===== src/rtl/ysyx_22050854_idexe_reg_pkg.sv =====
// Shared definitions for the ID/EXE pipeline register: state encoding,
// datapath widths and the payload bundle carried from ID into EXE.
package ysyx_22050854_idexe_reg_pkg;

  localparam int unsigned XLEN   = 64;
  localparam int unsigned CTRL_W = 4;
  localparam int unsigned EXT_W  = 3;
  localparam int unsigned REG_W  = 5;
  localparam int unsigned CNT_W  = 32;

  typedef enum logic [1:0] {
    S_EMPTY = 2'd0,
    S_FULL  = 2'd1,
    S_DRAIN = 2'd2
  } idexe_state_e;

  typedef struct packed {
    logic [XLEN-1:0]   pc;
    logic [CTRL_W-1:0] alu_ctr;
    logic [CTRL_W-1:0] mul_ctr;
    logic [EXT_W-1:0]  alu_ext;
    logic [XLEN-1:0]   src1;
    logic [XLEN-1:0]   src2;
    logic [REG_W-1:0]  rd;
    logic              wen;
  } idexe_payload_t;

endpackage


===== src/rtl/ysyx_22050854_satcnt.sv =====
// Free-running event counter that sticks at all-ones instead of wrapping.
module ysyx_22050854_satcnt
  import ysyx_22050854_idexe_reg_pkg::*;
(
  input  logic             clk,
  input  logic             rst,
  input  logic             inc,
  output logic [CNT_W-1:0] cnt
);

  always_ff @(posedge clk) begin
    if (rst) begin
      cnt <= '0;
    end else if (inc && (cnt != {CNT_W{1'b1}})) begin
      cnt <= cnt + CNT_W'(1);
    end
  end

endmodule


===== src/rtl/ysyx_22050854_idexe_reg.sv =====
// ID->EXE pipeline register with valid/allowin handshake; keeps a flushed
// multi-cycle mul/div alive in DRAIN until the ALU finishes and drops it.
module ysyx_22050854_idexe_reg
  import ysyx_22050854_idexe_reg_pkg::*;
(
  input  logic              clk,
  input  logic              rst,
  // ID side
  input  logic              id_valid,
  input  logic [XLEN-1:0]   id_pc,
  input  logic [CTRL_W-1:0] id_ALUctr,
  input  logic [CTRL_W-1:0] id_MULctr,
  input  logic [EXT_W-1:0]  id_ALUext,
  input  logic [XLEN-1:0]   id_src1,
  input  logic [XLEN-1:0]   id_src2,
  input  logic [REG_W-1:0]  id_rd,
  input  logic              id_wen,
  output logic              exe_allowin,
  // ALU side
  output logic              EXEreg_valid,
  output logic [CTRL_W-1:0] ALUctr,
  output logic [CTRL_W-1:0] MULctr,
  output logic [EXT_W-1:0]  ALUext,
  output logic [XLEN-1:0]   src1,
  output logic [XLEN-1:0]   src2,
  input  logic              alu_busy,
  // MEM side and control
  output logic [XLEN-1:0]   exe_pc,
  output logic [REG_W-1:0]  exe_rd,
  output logic              exe_wen,
  output logic              exe_to_mem_valid,
  input  logic              mem_allowin,
  input  logic              flush,
  output logic [CNT_W-1:0]  stall_cycles,
  output logic [CNT_W-1:0]  squash_cnt
);

  idexe_state_e   state_q;
  idexe_state_e   state_d;
  idexe_payload_t payload_q;
  idexe_payload_t id_payload;

  logic ready_go;
  logic accept;
  logic stall_inc;
  logic squash_inc;

  assign id_payload = '{
    pc:      id_pc,
    alu_ctr: id_ALUctr,
    mul_ctr: id_MULctr,
    alu_ext: id_ALUext,
    src1:    id_src1,
    src2:    id_src2,
    rd:      id_rd,
    wen:     id_wen
  };

  assign ready_go = ~alu_busy;

  // Handshake: allowin depends on mem_allowin, EXEreg_valid only on state.
  assign exe_allowin      = ~flush & ((state_q == S_EMPTY) |
                                      ((state_q == S_FULL) & ready_go & mem_allowin));
  assign accept           = id_valid & exe_allowin;
  assign EXEreg_valid     = (state_q != S_EMPTY);
  assign exe_to_mem_valid = (state_q == S_FULL) & ready_go & ~flush;

  assign stall_inc  = (state_q == S_FULL) & alu_busy;
  assign squash_inc = (state_q == S_FULL) & flush & alu_busy;

  always_ff @(posedge clk) begin
    if (rst) begin
      state_q <= S_EMPTY;
    end else begin
      state_q <= state_d;
    end
  end

  always_comb begin
    state_d = state_q;
    unique case (state_q)
      S_EMPTY: begin
        if (accept) state_d = S_FULL;
      end
      S_FULL: begin
        if (flush) begin
          state_d = alu_busy ? S_DRAIN : S_EMPTY;
        end else if (ready_go && mem_allowin) begin
          state_d = accept ? S_FULL : S_EMPTY;
        end
      end
      S_DRAIN: begin
        if (!alu_busy) state_d = S_EMPTY;
      end
      default: state_d = S_EMPTY;
    endcase
  end

  // Payload only moves on accept, so operands stay frozen while the ALU is busy.
  always_ff @(posedge clk) begin
    if (rst) begin
      payload_q <= '0;
    end else if (accept) begin
      payload_q <= id_payload;
    end
  end

  assign exe_pc  = payload_q.pc;
  assign ALUctr  = payload_q.alu_ctr;
  assign MULctr  = payload_q.mul_ctr;
  assign ALUext  = payload_q.alu_ext;
  assign src1    = payload_q.src1;
  assign src2    = payload_q.src2;
  assign exe_rd  = payload_q.rd;
  assign exe_wen = payload_q.wen;

  ysyx_22050854_satcnt u_stall_cnt (
    .clk (clk),
    .rst (rst),
    .inc (stall_inc),
    .cnt (stall_cycles)
  );

  ysyx_22050854_satcnt u_squash_cnt (
    .clk (clk),
    .rst (rst),
    .inc (squash_inc),
    .cnt (squash_cnt)
  );

endmodule


===== config.mk =====
export PLATFORM = sky130hd
export DESIGN_NAME = ysyx_22050854_idexe_reg
export DESIGN_NICKNAME = d
export VERILOG_FILES = /design/src/rtl/ysyx_22050854_idexe_reg_pkg.sv /design/src/rtl/ysyx_22050854_satcnt.sv /design/src/rtl/ysyx_22050854_idexe_reg.sv
export SDC_FILE = /design/constraint.sdc
export NUM_CORES = 1
export LEC_CHECK = 0
export CAP_MARGIN = 0
export CORE_AREA = 2 2 189 191
export DETAILED_ROUTE_END_ITERATION = 8
export DIE_AREA = 0 0 191 193
export DONT_BUFFER_PORTS = 1
export GPL_TIMING_DRIVEN = 1
export PLACE_DENSITY = 0.56
export SLEW_MARGIN = 30
export SYNTH_ARGS = -nofsm -noshare
export SYNTH_HDL_FRONTEND = slang
export SYNTH_SLANG_ARGS = --single-unit

===== constraint.sdc =====
create_clock -name clk -period 6.76 [get_ports clk]
set_clock_uncertainty 0.2 [all_clocks]
set_input_delay 1.352 -clock clk [delete_from_list [all_inputs] [get_ports clk]]
set_output_delay 1.352 -clock clk [all_outputs]
set_load 0.02 [all_outputs]

==> results.txt, run 1 <==
The flow ran to the end, and the final reports show no timing, DRC or antenna violations. The post-synthesis cell type with the largest combined area is sky130_fd_sc_hd__dfxtp_1. The post-cts resize count came out at 0. The area of combinational cells with multiple inputs is 4630 µm². The number of pins with negative max-slew slack in the final report came out at 0. The final weighted congestion of routability-driven global placement is 0.834. From synthesis to final layout, the design area changed by 12.9%.

Setup violations remaining at the end of the flow were counted as 0. The maximum clock path buffer count is 3. The die is 191 µm wide.

The synthesized design contains 0 enable-type register cells. The power density normalized to cell area came out at 304 nW/µm². After clock tree synthesis, the clock-pin slew on the worst setup and hold paths is 0.06 ns. The total clock sinks is 275. The worst setup path is captured at an output port. STA classifies the critical path startpoint as a primary input. The initial detailed-routing violation count came out at 481. For this run, the total global-route usage over all layers was measured as 0.159. The most used flip-flop cell after synthesis is sky130_fd_sc_hd__dfxtp_1. The number of remaining DRC errors is 0.

Of the available clock period, the critical path in the final layout requires 0.536. The largest fanout of any net on the critical path is 4. The number of register bits inferred by synthesis came out at 275. The I/O pin count is 491. The setup slack after placement is 2.57 ns.

In this run the clock root is driven by a sky130_fd_sc_hd__clkbuf_16. The count of buffering cells on the critical path with inverters included is 0. Setup repair after global routing left no endpoint under its margin.

The routed layout has 9042 vias. The maximum number of pins on one net before global-route repair is 280. Across all hold checks on the routed design, the worst slack comes to 0.353 ns. The final critical-path setup slack is 3.14 ns. The final-layout setup total negative slack is 0 ns. Once detail routing completed, the nets flagged for antenna violations numbered 0. Subtracting the final worst setup slack from the clock period gives 3.62 ns. For this run, the slowest stage of the critical path takes 0.57 ns.

The startpoint-to-endpoint class of the critical path is in2out. The die height came out at 193 µm. The residual overflow from global routing came out at 0. For this run, the post-layout net count is 1479.

The total area of sequential cells is 5510 µm². By area the synthesized netlist is led by sky130_fd_sc_hd__dfxtp_1, sky130_fd_sc_hd__nand2_1, sky130_fd_sc_hd__a21oi_1, sky130_fd_sc_hd__clkbuf_1, sky130_fd_sc_hd__or4_1. The slack of the worst reg-to-reg path is 3.52 ns.

The average wire per cell in the routed design came out at 18.2 µm. The initial antenna violation count came out at 1. The number of warnings printed during yosys synthesis is 0.

The leakage power of the design is 3.87 nW. TritonCTS created 30 clock buffers. The global routing usage on met1 is 0.180.

The commonest cells after synthesis are sky130_fd_sc_hd__nand2_1, sky130_fd_sc_hd__dfxtp_1, sky130_fd_sc_hd__a21oi_1. The hold violation total from the final report was 0. The total nets after synthesis came out at 1527. The maximum vdd drop came out at 0.000177 V. The signal on the critical path passes through nand2b_1 -> a211oi_2. The number of max-cap violations came out at 0. The maximum achievable frequency is 0.276 GHz. The cell area reported after detailed placement came out at 10800 µm².

The largest individual stage delay along the critical path comes from the cell sky130_fd_sc_hd__a211oi_2. The die area came out at 36900 µm². The data arrival time at the worst-slack endpoint came out at 2.07 ns. The required time at the worst-slack endpoint came out at 5.21 ns. In this run the most used layer during global routing was met2. Of the cells placed in the final design, the portion with a size suffix greater than 1 is 0.0601. The number of inserted filler cells in the final layout is 3725.

TritonCTS built the clock tree. The fraction of synthesis flops using an asynchronous set or reset pin came out at 0. The count of different cell masters after synthesis is 48. The per-instance average area after synthesis is 7.98 µm².

The final standard cell area without fillers came out at 11800 µm². The HPWL after detailed placement is 22100 µm. The relative slew slack is 0.357. The post-CTS setup-driven buffer insertion count came out at 0. After detailed routing, the total wire length is 31700 µm. The synthesized area came out at 10500 µm². The worst hold path belongs to the class reg2reg. Among all cell types in the netlist, the one instantiated most often is sky130_fd_sc_hd__nand2_1. For this run, global-route usage on met3 was measured as 0.0664. The quantity of I/O buffers inserted on ports came out at 0. The dominant delay contributor by cell family on the critical path is compound AO/OA/AOI/OAI gates. The via count of the first global-routing pass came out at 8235.

The slew of the pin with the lowest slew margin came out at 0.956 ns. The initial cell density of the core came out at 0.299. The number of rows created at floorplan is 69. Dividing the detail-routed via count by the number of cells gives 5.18. The clock latency reported for the late side of the worst-skew pair came out at 0.57 ns.

The pre-antenna-repair detailed-routing pass consisted of 5 iterations. In this run, post-CTS hold repair placed 0 buffers. In this run the number of H-tree levels came out at 1.

The met2 global-route usage came out at 0.266. The proportion of synthesized chip area in sequential cells is 0.526. The core box area came out at 35000 µm². The first global-routing pass estimated 46900 µm of wire. The post-synthesis cell count came out at 1310.

The proportion of netlist area held by the largest area contributor is 0.526.
-- metal layers --
layer / vias up / wire (µm)
met2: 359 / 15200
met1: 4286 / 12100
li1: 4342 / -
met4: 0 / 920
met5: - / 0
met3: 55 / 3430
-- through the flow --
| step | power (W) | utilization | std cells |
|---|---|---|---|
| 2_1_floorplan | 0.00195 | - | 1310 |
| 3_3_place_gp | 0.00197 | 0.308 | 1689 |
| 3_5_place_dp | 0.00197 | 0.308 | 1690 |
| 4_1_cts | 0.00365 | 0.337 | 1742 |
| 5_1_grt | 0.00374 | 0.338 | 1743 |
| 6_report | 0.00359 | 0.338 | 1744 |
-- path summary, 6_finish.rpt --
| kind | start | to | cells after the start |
|---|---|---|---|
| max | alu_busy | exe_allowin | 2 |
| min | exe_pc[53]$_SDFFE_PP0P_ | exe_pc[53]$_SDFFE_PP0P_ | 2 |
| max reg2reg | u_squash_cnt.cnt[0]$_SDFFE_PP0P_ | u_squash_cnt.cnt[28]$_SDFFE_PP0P_ | 7 |
| min reg2reg | exe_pc[53]$_SDFFE_PP0P_ | exe_pc[53]$_SDFFE_PP0P_ | 2 |
-- sequential cells by signal, indices dropped and copies added (netlist names) --
signal and flops:
ALUctr 4, exe_wen 1, state_q 2, MULctr 4, u_stall_cnt.cnt 32, src1 64, u_squash_cnt.cnt 32, src2 64
exe_pc 64, ALUext 3, exe_rd 5
-- cell usage in the layout, fill, tap and decap left out, types with 4 or more instances in the layout --
master,instances
sky130_fd_sc_hd__nor2_1,28
sky130_fd_sc_hd__xor2_1,5
sky130_fd_sc_hd__nand3_1,21
sky130_fd_sc_hd__nor4_1,7
sky130_fd_sc_hd__o21ai_0,15
sky130_fd_sc_hd__o31ai_1,19
sky130_fd_sc_hd__or3_1,15
sky130_fd_sc_hd__or4_1,21
sky130_fd_sc_hd__a211oi_1,10
sky130_fd_sc_hd__clkbuf_8,7
sky130_fd_sc_hd__or2_2,4
sky130_fd_sc_hd__and2_1,4
sky130_fd_sc_hd__mux2_2,4
sky130_fd_sc_hd__clkbuf_1,8
sky130_fd_sc_hd__xnor2_1,14
sky130_fd_sc_hd__o41ai_1,4
sky130_fd_sc_hd__nand4_1,18
sky130_fd_sc_hd__clkbuf_16,30
sky130_fd_sc_hd__and4_1,5
sky130_fd_sc_hd__dfxtp_1,275
sky130_fd_sc_hd__nand2_1,453
sky130_fd_sc_hd__a21oi_1,252
sky130_fd_sc_hd__and3_1,11
-- cell families after synthesis --
logic type                 Yosys count  share of synthesized area
and+or+nand+nor                    611                      0.256
AOI/OAI and AO/OA                  308                      0.158
DFF                                275                      0.526
buffers and inverters               90                     0.0353
xor gates and xnor gates            19                     0.0159
muxes                                5                    0.00526
adders and majority gates            2                    0.00239
-- layout make-up --
type                       instances  area share
antenna                            1    0.000212
clock inverter                     7      0.0106
timing repair buffer               7     0.00752
multi-input combinational        945       0.392
tap                              461      0.0488
sequential                       275       0.466
inverter                           3    0.000953
clock buffer                      45      0.0742
-- power breakdown --
| group | switching (W) | leakage (nW) | internal, W |
|---|---|---|---|
| clock network | 0.000651 | 0.491 | 0.00100 |
| registers | 0.000122 | 2.24 | 0.00168 |
| logic | 0.0000883 | 1.14 | 0.0000458 |
| total | 0.000861 | 3.87 | 0.00273 |
Power figures use the tool's default switching activity.
==> run 2, diff against run 1 <==
- PLACE_DENSITY: 0.56 -> 0.57
- clock period: 6.76 -> 3.3 ns (I/O delays scaled with it)
==> run 2 against run 1 <==
Effect of this change:
- utilization increased by 1.9 points
- global-route usage increased by 0.76 points
- first-iteration DRC count is 6.7% lower
- critical path depth up 3
- clock power up 110%
- sequential share of layout area decreased by 2.5 points
- routed wire length rose by 4.3%
- clock-buffer cell count is 6 lower
- sequential power is 110% higher
- final cell count grew 4.0%
- worst hold slack worse by 0.32 ns
- critical path type is now reg2reg
==> results.txt, run 2 (synthesis gave the netlist of run 1 again) <==
The final wirelength came out at 33000 µm (was 31700 µm). The global-route usage over all layers came to 0.166 (was 0.159). The net switching power came out at 0.00184 W (was 0.000861 W). The number of max-cap violations came out at 0 (unchanged). The initial cell density of the core came to 0.299 (unchanged).

The TritonCTS buffer count was 31 (was 30). The largest fanout of any net on the critical path came out at 8 (was 4). The initial antenna violation count is 1 (unchanged). The launching element of the worst setup path is u_stall_cnt.cnt[15]$_SDFFE_PP0P_ (was alu_busy). The root buffer cell is sky130_fd_sc_hd__clkbuf_16 (unchanged). The maximum clock path buffer count is 3 (unchanged). The slew of the pin with the lowest slew margin came out at 0.704 ns (was 0.956 ns). The number of nets with antenna violations after detailed routing came to 0 (unchanged). The ratio of final minimum period to clock period came out at 0.879.

Unrepaired setup endpoints after global routing: false (unchanged). The residual overflow from global routing is 0 (unchanged). The HPWL after detailed placement came to 22600 µm (was 22100 µm). Commonest cells after routing, fill and taps aside: sky130_fd_sc_hd__nand2_1, sky130_fd_sc_hd__dfxtp_1, sky130_fd_sc_hd__a21oi_1, sky130_fd_sc_hd__dlygate4sd3_1, sky130_fd_sc_hd__clkbuf_16 (was sky130_fd_sc_hd__nand2_1, sky130_fd_sc_hd__dfxtp_1, sky130_fd_sc_hd__a21oi_1, sky130_fd_sc_hd__clkbuf_16, sky130_fd_sc_hd__nor2_1). The core box area is 35000 µm² (unchanged). The die height is 193 µm (unchanged). The data arrival time at the worst-slack endpoint is 3.19 ns (was 2.07 ns). The startpoint of the worst hold path is id_src1[59] (was exe_pc[53]$_SDFFE_PP0P_). The die area is 36900 µm² (unchanged).

The quantity of I/O buffers inserted on ports came out at 0 (unchanged). The number of pins with negative max-slew slack in the final report came out at 0 (unchanged). The post-CTS setup-driven buffer insertion count came out at 0 (unchanged). The initial detailed-routing violation count came out at 449 (was 481). The detailed-router iteration count before antenna repair came out at 5 (unchanged). The share of layout cells above drive strength 1 came to 0.0733 (was 0.0601). The final standard cell area without fillers came out at 12500 µm² (was 11800 µm²). The clock latency reported for the late side of the worst-skew pair is 0.56 ns (was 0.57 ns).

The number of rows created at floorplan is 69 (unchanged). The final-layout setup total negative slack is 0 ns (unchanged). The power density normalized to cell area is 603 nW/µm² (was 304 nW/µm²).

The total via count after detailed routing came out at 9227 (was 9042). The relative slew slack came out at 0.524 (was 0.357). The hold violation total from the final report is 0 (unchanged). The switching share of total power came to 0.244 (was 0.240).

The layout overhead on the synthesized area is 19.4% (was 12.9%). The final net count came out at 1549 (was 1479). The final weighted congestion of routability-driven global placement is 0.814 (was 0.834). The worst hold path class was in2reg (was reg2reg).

The routed design could run at a clock period as short as 2.90 ns. The maximum number of pins on one net before global-route repair came out at 158 (was 280). The endpoint class of the critical path is a register (was output port). The required time at the worst-slack endpoint came out at 3.58 ns (was 5.21 ns). The total clock sinks is 275 (unchanged).

The clock edge transition at the registers on the reported setup and hold paths is 0.06 ns (about the same). The share of power burned in registers is 0.490 (was 0.502). The I/O pin count came out at 491 (unchanged). The maximum achievable frequency came out at 0.345 GHz. The number of remaining DRC errors is 0 (unchanged). The logic gate share of total power came out at 0.049 (was 0.037). The via count of the first global-routing pass came out at 8708 (was 8235). The cell area reported after detailed placement is 11000 µm² (was 10800 µm²). The final setup violation count came out at 0 (unchanged).

The post-cts resize count was 0 (unchanged). The average wire per cell in the routed design came out at 18.2 µm (about the same). The maximum vdd drop is 0.000497 V (was 0.000177 V).

The global-route wire length before repair is 49300 µm (was 46900 µm). The cell-internal power is 0.00570 W (was 0.00273 W). The clock tree from TritonCTS is yes (unchanged). The post-detailed-route via-to-cell ratio is 5.09 (was 5.18).

The clock group share of total power is 0.461 (about the same). Run status: completed (unchanged). The die span in x came to 191 µm (unchanged). The startpoint-to-endpoint class of the critical path is reg2reg (was in2out).

The H-tree level count came out at 1 (unchanged). The hold buffer count at CTS came out at 49 (was 0). The kind of launch point of the worst setup path is a register (was primary input). The share of the core filled with cells is 0.357 (was 0.338). The reg-to-reg critical path startpoint is u_stall_cnt.cnt[15]$_SDFFE_PP0P_ (was u_squash_cnt.cnt[0]$_SDFFE_PP0P_). The number of inserted filler cells in the final layout came out at 3643 (was 3725). The leakage power of the design is 4.20 nW (was 3.87 nW). The most common cell after layout, fill and taps aside was sky130_fd_sc_hd__nand2_1 (unchanged).
-- run 2: cell types whose count changed in the layout (fill, tap and decap cells not counted), sizes merged --
| cell | before | now |
|---|---|---|
| dlygate4sd3 | 0 | 48 |
| inv | 3 | 4 |
| clkinv | 4 | 6 |
| clkinvlp | 0 | 2 |
| bufinv | 3 | 4 |
| clkbuf | 45 | 39 |
| buf | 7 | 28 |
-- run 2: final timing paths --
check	to	slack (ns)	cells after the start
max	u_stall_cnt.cnt[29]$_SDFFE_PP0P_	0.40	5
min	src1[59]$_SDFFE_PP0P_	0.03	2
max reg2reg	u_stall_cnt.cnt[29]$_SDFFE_PP0P_	0.40	5
min reg2reg	state_q[0]$_SDFFE_PP0P_	0.34	1
-- run 2: metrics by stage --
step	power, W	cells	hold slack (ns)	setup WS [ns]
2_1_floorplan	0.00399	1310	0.282	0.334
3_3_place_gp	0.00405	1711	0.315	0.457
3_5_place_dp	0.00406	1711	0.316	0.416
4_1_cts	0.00764	1812	0.0000449	0.386
5_1_grt	0.00783	1812	0.00335	0.239
6_report	0.00753	1813	0.0309	0.399
-- run 2: final cells by class --
cell class              count  area (µm²)  share of cell area
diodes                      1        2.50            0.000200
clock buffers              39         846              0.0677
clock inverters            13         178              0.0142
inverters                   3        11.3            0.000901
multi-input cells         945        4600               0.368
flip-flops and latches    275        5510               0.441
well taps                 461         577              0.0462
repair buffers             76         773              0.0619
-- run 2: per-layer routing --
layer,track usage,wire length (µm)
met1,0.192,13000
met2,0.283,15800
met3,0.0653,3530
met4,0.0495,743
met5,0,0
-- run 2: power groups by stage --
stage	logic [W]	clock network, W	registers, W
5_1_grt	0.000420	0.00371	0.00370
3_3_place_gp	0.000287	0	0.00376
6_report	0.000369	0.00347	0.00369
3_5_place_dp	0.000299	0	0.00377
4_1_cts	0.000373	0.00357	0.00369
2_1_floorplan	0.000267	0	0.00372
-- run 2: critical path, stage by stage, from the launching register on --
cell                      delay [ns]
sky130_fd_sc_hd__dfxtp_1        0.57
sky130_fd_sc_hd__nand4_4        0.20
sky130_fd_sc_hd__or4_4          0.60
sky130_fd_sc_hd__or4_1          0.66
sky130_fd_sc_hd__or4_1          0.44
sky130_fd_sc_hd__a21oi_1        0.15
==> run 3, diff against run 2 <==
- ABC_AREA: unset -> 1
- CORE_AREA: 2 2 189 191 -> 2 2 193 195
- DIE_AREA: 0 0 191 193 -> 0 0 195 197
- PLACE_DENSITY: 0.57 -> 0.59
==> run 3 against run 2 <==
Effect of this change:
- final cell count up 16%
- register-to-register slack better by 0.38 ns
- global-route usage rose by 2.0 points
- routed wire length grew 14%
- via count is 11% higher
==> results.txt, run 3 <==
The initial cell density of the core is 0.319 (was 0.299). The via count of the first global-routing pass is 9573 (was 8708). The maximum vdd drop was 0.000373 V (was 0.000497 V). The most frequent cell after synthesis is sky130_fd_sc_hd__nand2_1 (unchanged). Unrepaired setup endpoints after global routing: false (unchanged). The initial antenna violation count is 2 (was 1). The endpoint class of the critical path is a register (unchanged).

The dominant delay contributor by cell family on the critical path is simple AND/OR/NAND/NOR gates (unchanged). The startpoint-to-endpoint class of the critical path is reg2reg (unchanged). The residual overflow from global routing came out at 0 (unchanged).

The maximum clock path buffer count is 3 (unchanged). The setup slack after placement came out at 0.777 ns (was 0.416 ns). The final net count came out at 1833 (was 1549). The power density normalized to cell area is 570 nW/µm² (was 603 nW/µm²).

The leakage power of the design is 4.55 nW (was 4.20 nW). The die height came to 197 µm (was 193 µm). The number of nets with antenna violations after detailed routing is 0 (unchanged).

The post-synthesis cell count was 1638 (was 1310). The final wirelength came out at 37700 µm (was 33000 µm). Synth cell count leaders: sky130_fd_sc_hd__nand2_1, sky130_fd_sc_hd__dfxtp_1, sky130_fd_sc_hd__a21oi_1 (unchanged). The number of rows created at floorplan is 70 (was 69). Run status: completed (unchanged). The maximum number of pins on one net before global-route repair was 211 (was 158). The logic gate share of total power came out at 0.049 (about the same). The TritonCTS buffer count is 31 (unchanged).

The proportion of synthesized chip area in sequential cells came to 0.476 (was 0.526). The clock tree from TritonCTS is yes (unchanged). The length in cells of the worst reg-to-reg path came out at 10 (was 5). The delay of the slowest cell on the worst path came out at 0.54 ns (was 0.66 ns).

The final-layout setup total negative slack came to 0 ns (unchanged). The clock latency reported for the late side of the worst-skew pair is 0.56 ns (about the same). The time the worst path needs with I/O delays and setup was 2.52 ns (was 2.90 ns). The layout overhead on the synthesized area is 12.9% (was 19.4%). The maximum achievable frequency came out at 0.397 GHz (was 0.345 GHz). The share of layout cells above drive strength 1 was 0.0812 (was 0.0733). The post-detailed-route via-to-cell ratio came out at 4.85 (was 5.09). The data arrival time at the worst-slack endpoint came out at 2.74 ns (was 3.19 ns).

The number of remaining DRC errors was 0 (unchanged). The per-instance average area after synthesis came out at 7.06 µm² (was 7.98 µm²). The proportion of netlist area held by the largest area contributor is 0.476 (was 0.526). The net switching power came out at 0.00189 W (was 0.00184 W).

The HPWL after detailed placement is 26600 µm (was 22600 µm). The number of pins with negative max-slew slack in the final report is 0 (unchanged). The ratio of final minimum period to clock period is 0.763 (was 0.879).

The number of max-cap violations is 0 (unchanged). The kind of launch point of the worst setup path is a register (unchanged). The slowest cell on the critical path was sky130_fd_sc_hd__dfxtp_1 (was sky130_fd_sc_hd__or4_1). The I/O pin count came out at 491 (unchanged). The post-synthesis cell type with the largest combined area is sky130_fd_sc_hd__dfxtp_1 (unchanged). The total via count after detailed routing came out at 10200 (was 9227).

The clock group share of total power was 0.453 (was 0.461). The most common cell after layout, fill and taps aside was sky130_fd_sc_hd__nand2_1 (unchanged). The die area came out at 38400 µm² (was 36900 µm²). The cell-internal power came out at 0.00555 W (was 0.00570 W).

The number of register bits inferred by synthesis is 275 (unchanged). The number of flops mapped to enable cells by yosys was 0 (unchanged). The synthesized area is 11600 µm² (was 10500 µm²).

The detailed-router iteration count before antenna repair came out at 5 (unchanged). The number of warnings printed during yosys synthesis came to 0 (unchanged). The root buffer cell is sky130_fd_sc_hd__clkbuf_16 (unchanged). The required time at the worst-slack endpoint is 3.52 ns (was 3.58 ns). The final critical-path setup slack came out at 0.782 ns (was 0.399 ns).

The relative slew slack came out at 0.505 (was 0.524). The total nets after synthesis was 1855 (was 1527). The die span in x came out at 195 µm (was 191 µm). The final weighted congestion of routability-driven global placement was 0.856 (was 0.814). Commonest cells after routing, fill and taps aside: sky130_fd_sc_hd__nand2_1, sky130_fd_sc_hd__dfxtp_1, sky130_fd_sc_hd__a21oi_1, sky130_fd_sc_hd__nor2_1, sky130_fd_sc_hd__inv_1 (was sky130_fd_sc_hd__nand2_1, sky130_fd_sc_hd__dfxtp_1, sky130_fd_sc_hd__a21oi_1, sky130_fd_sc_hd__dlygate4sd3_1, sky130_fd_sc_hd__clkbuf_16). The dominant cell type by count on the critical path is sky130_fd_sc_hd__nand2_4 (was sky130_fd_sc_hd__or4_1).

The switching share of total power is 0.254 (was 0.244). The total instance count after detailed placement is 2035 (was 1711). The number of stages on the worst setup path is 10 (was 5). The total clock sinks is 275 (unchanged). The count of buffering cells on the critical path with inverters included came to 2 (was 0). The initial detailed-routing violation count is 591 (was 449). The number of inserted filler cells in the final layout is 3849 (was 3643). The H-tree level count came out at 1 (unchanged). The global-route wire length before repair is 56500 µm (was 49300 µm). The largest fanout of any net on the critical path came out at 28 (was 8). The average wire per cell in the routed design is 17.9 µm (was 18.2 µm). The clock edge transition at the registers on the reported setup and hold paths is 0.07 ns (was 0.06 ns). The instance count along the most critical hold path is 2 (unchanged). The count of different cell masters after synthesis was 29 (was 48). Sequence of cells on the critical path: ha_1 -> inv_1 -> nor2_4 -> nand2_4 -> nor2_8 -> nand2_4 -> nand2_4 -> inv_2 -> nand2_1 -> a21oi_2 (was nand4_4 -> or4_4 -> or4_1 -> or4_1 -> a21oi_1).

The slew of the pin with the lowest slew margin is 0.743 ns (was 0.704 ns). The final cell count without fillers was 2107 (was 1813). The hold violation total from the final report came out at 0 (unchanged). The core box area is 36300 µm² (was 35000 µm²).

The share of power burned in registers came to 0.498 (was 0.490). The commonest register cell after synthesis is sky130_fd_sc_hd__dfxtp_1 (unchanged). The worst hold path class is in2reg (unchanged). The final setup violation count is 0 (unchanged). Synth area leaders: sky130_fd_sc_hd__dfxtp_1, sky130_fd_sc_hd__nand2_1, sky130_fd_sc_hd__a21oi_1, sky130_fd_sc_hd__nor2_1, sky130_fd_sc_hd__clkbuf_1 (was sky130_fd_sc_hd__dfxtp_1, sky130_fd_sc_hd__nand2_1, sky130_fd_sc_hd__a21oi_1, sky130_fd_sc_hd__clkbuf_1, sky130_fd_sc_hd__or4_1). The quantity of I/O buffers inserted on ports came out at 0 (unchanged). The fraction of synthesis flops using an asynchronous set or reset pin is 0 (unchanged). The global-route usage over all layers is 0.186 (was 0.166).
## run 3: changes by cell type after synthesis, sizes merged, moves of 11 or more
cell	previous run	this run
nand2	454	738
nor2	28	130
inv	3	58
clkbuf	83	54
buf	4	32
or4	22	0
o31ai	20	0
nand3	21	39
or3	17	0
nand4	19	7
a211oi	11	0
and3	11	0
xor2	5	16
## run 3: logic make-up (layout without fill, tap and decap cells)
group                    Yosys count  after routing  share of synthesized area
adder cells (fa/ha/maj)            2              2                    0.00216
buffers and inverters            145            145                     0.0581
other                              0              1                          0
flip-flops                       275            275                      0.476
AND/OR/NAND/NOR                  918            918                      0.319
AO/OA/AOI/OAI                    272            272                      0.125
XOR/XNOR                          26             26                     0.0197
## run 3: through the flow
stage                     cell area [µm²]  total power, W  hold slack [ns]   util
after floorplan                     11600         0.00403            0.294      -
after global placement              11900         0.00408            0.324  0.327
after detailed placement            11900         0.00410            0.329  0.327
after CTS                           13000         0.00756         0.000101  0.359
after global routing                13100         0.00774           0.0140  0.360
final                               13100         0.00744           0.0391  0.360
## run 3: worst register-to-register path, delay by kind of cell, from the launching register on
family          cells  cell delay (ns)
compound gates      1             0.06
fa+ha+maj           1             0.29
buf+inv             2             0.38
flops               1             0.54
simple gates        6             0.92
## run 3: timing repair
action,in CTS,in global routing
buffers inserted,0,0
endpoints found under the hold margin,124,0
hold buffers,15,0
gates resized for setup,0,0
## run 3: final timing paths
path,from,end,slack [ns]
hold / removal,id_src2[63],src2[63]$_SDFFE_PP0P_,0.04
setup / recovery,u_squash_cnt.cnt[0]$_SDFFE_PP0P_,u_squash_cnt.cnt[11]$_SDFFE_PP0P_,0.78
hold reg to reg,state_q[1]$_SDFFE_PP0P_,state_q[1]$_SDFFE_PP0P_,0.35
setup reg to reg,u_squash_cnt.cnt[0]$_SDFFE_PP0P_,u_squash_cnt.cnt[11]$_SDFFE_PP0P_,0.78
## run 3: cell type report
cell class / instances / area, µm² / area share
Clock inverter: 12 / 118 / 0.00900
Tap cell: 468 / 586 / 0.0448
Clock buffer: 43 / 871 / 0.0667
Multi-Input combinational cell: 1218 / 5400 / 0.413
Sequential cell: 275 / 5510 / 0.421
Inverter: 59 / 229 / 0.0175
Timing Repair Buffer: 31 / 355 / 0.0272
Antenna cell: 1 / 2.50 / 0.000192
## run 3: power groups by stage
| stage | clock network, W | logic [W] | registers [W] |
|---|---|---|---|
| 3_5_place_dp | 0 | 0.000309 | 0.00379 |
| 4_1_cts | 0.00348 | 0.000365 | 0.00371 |
| 6_report | 0.00337 | 0.000362 | 0.00371 |
| 5_1_grt | 0.00360 | 0.000416 | 0.00372 |
| 3_3_place_gp | 0 | 0.000298 | 0.00379 |
| 2_1_floorplan | 0 | 0.000299 | 0.00373 |
## run 3: routing by layer
metal / part of all wire / track usage / vias to the layer above
met2: 0.49 / 0.323 / 361
met4: 0.027 / 0.0605 / 2
li1: - / - / 5137
met1: 0.38 / 0.212 / 4674
met5: 0.00035 / 0 / -
met3: 0.096 / 0.0672 / 50
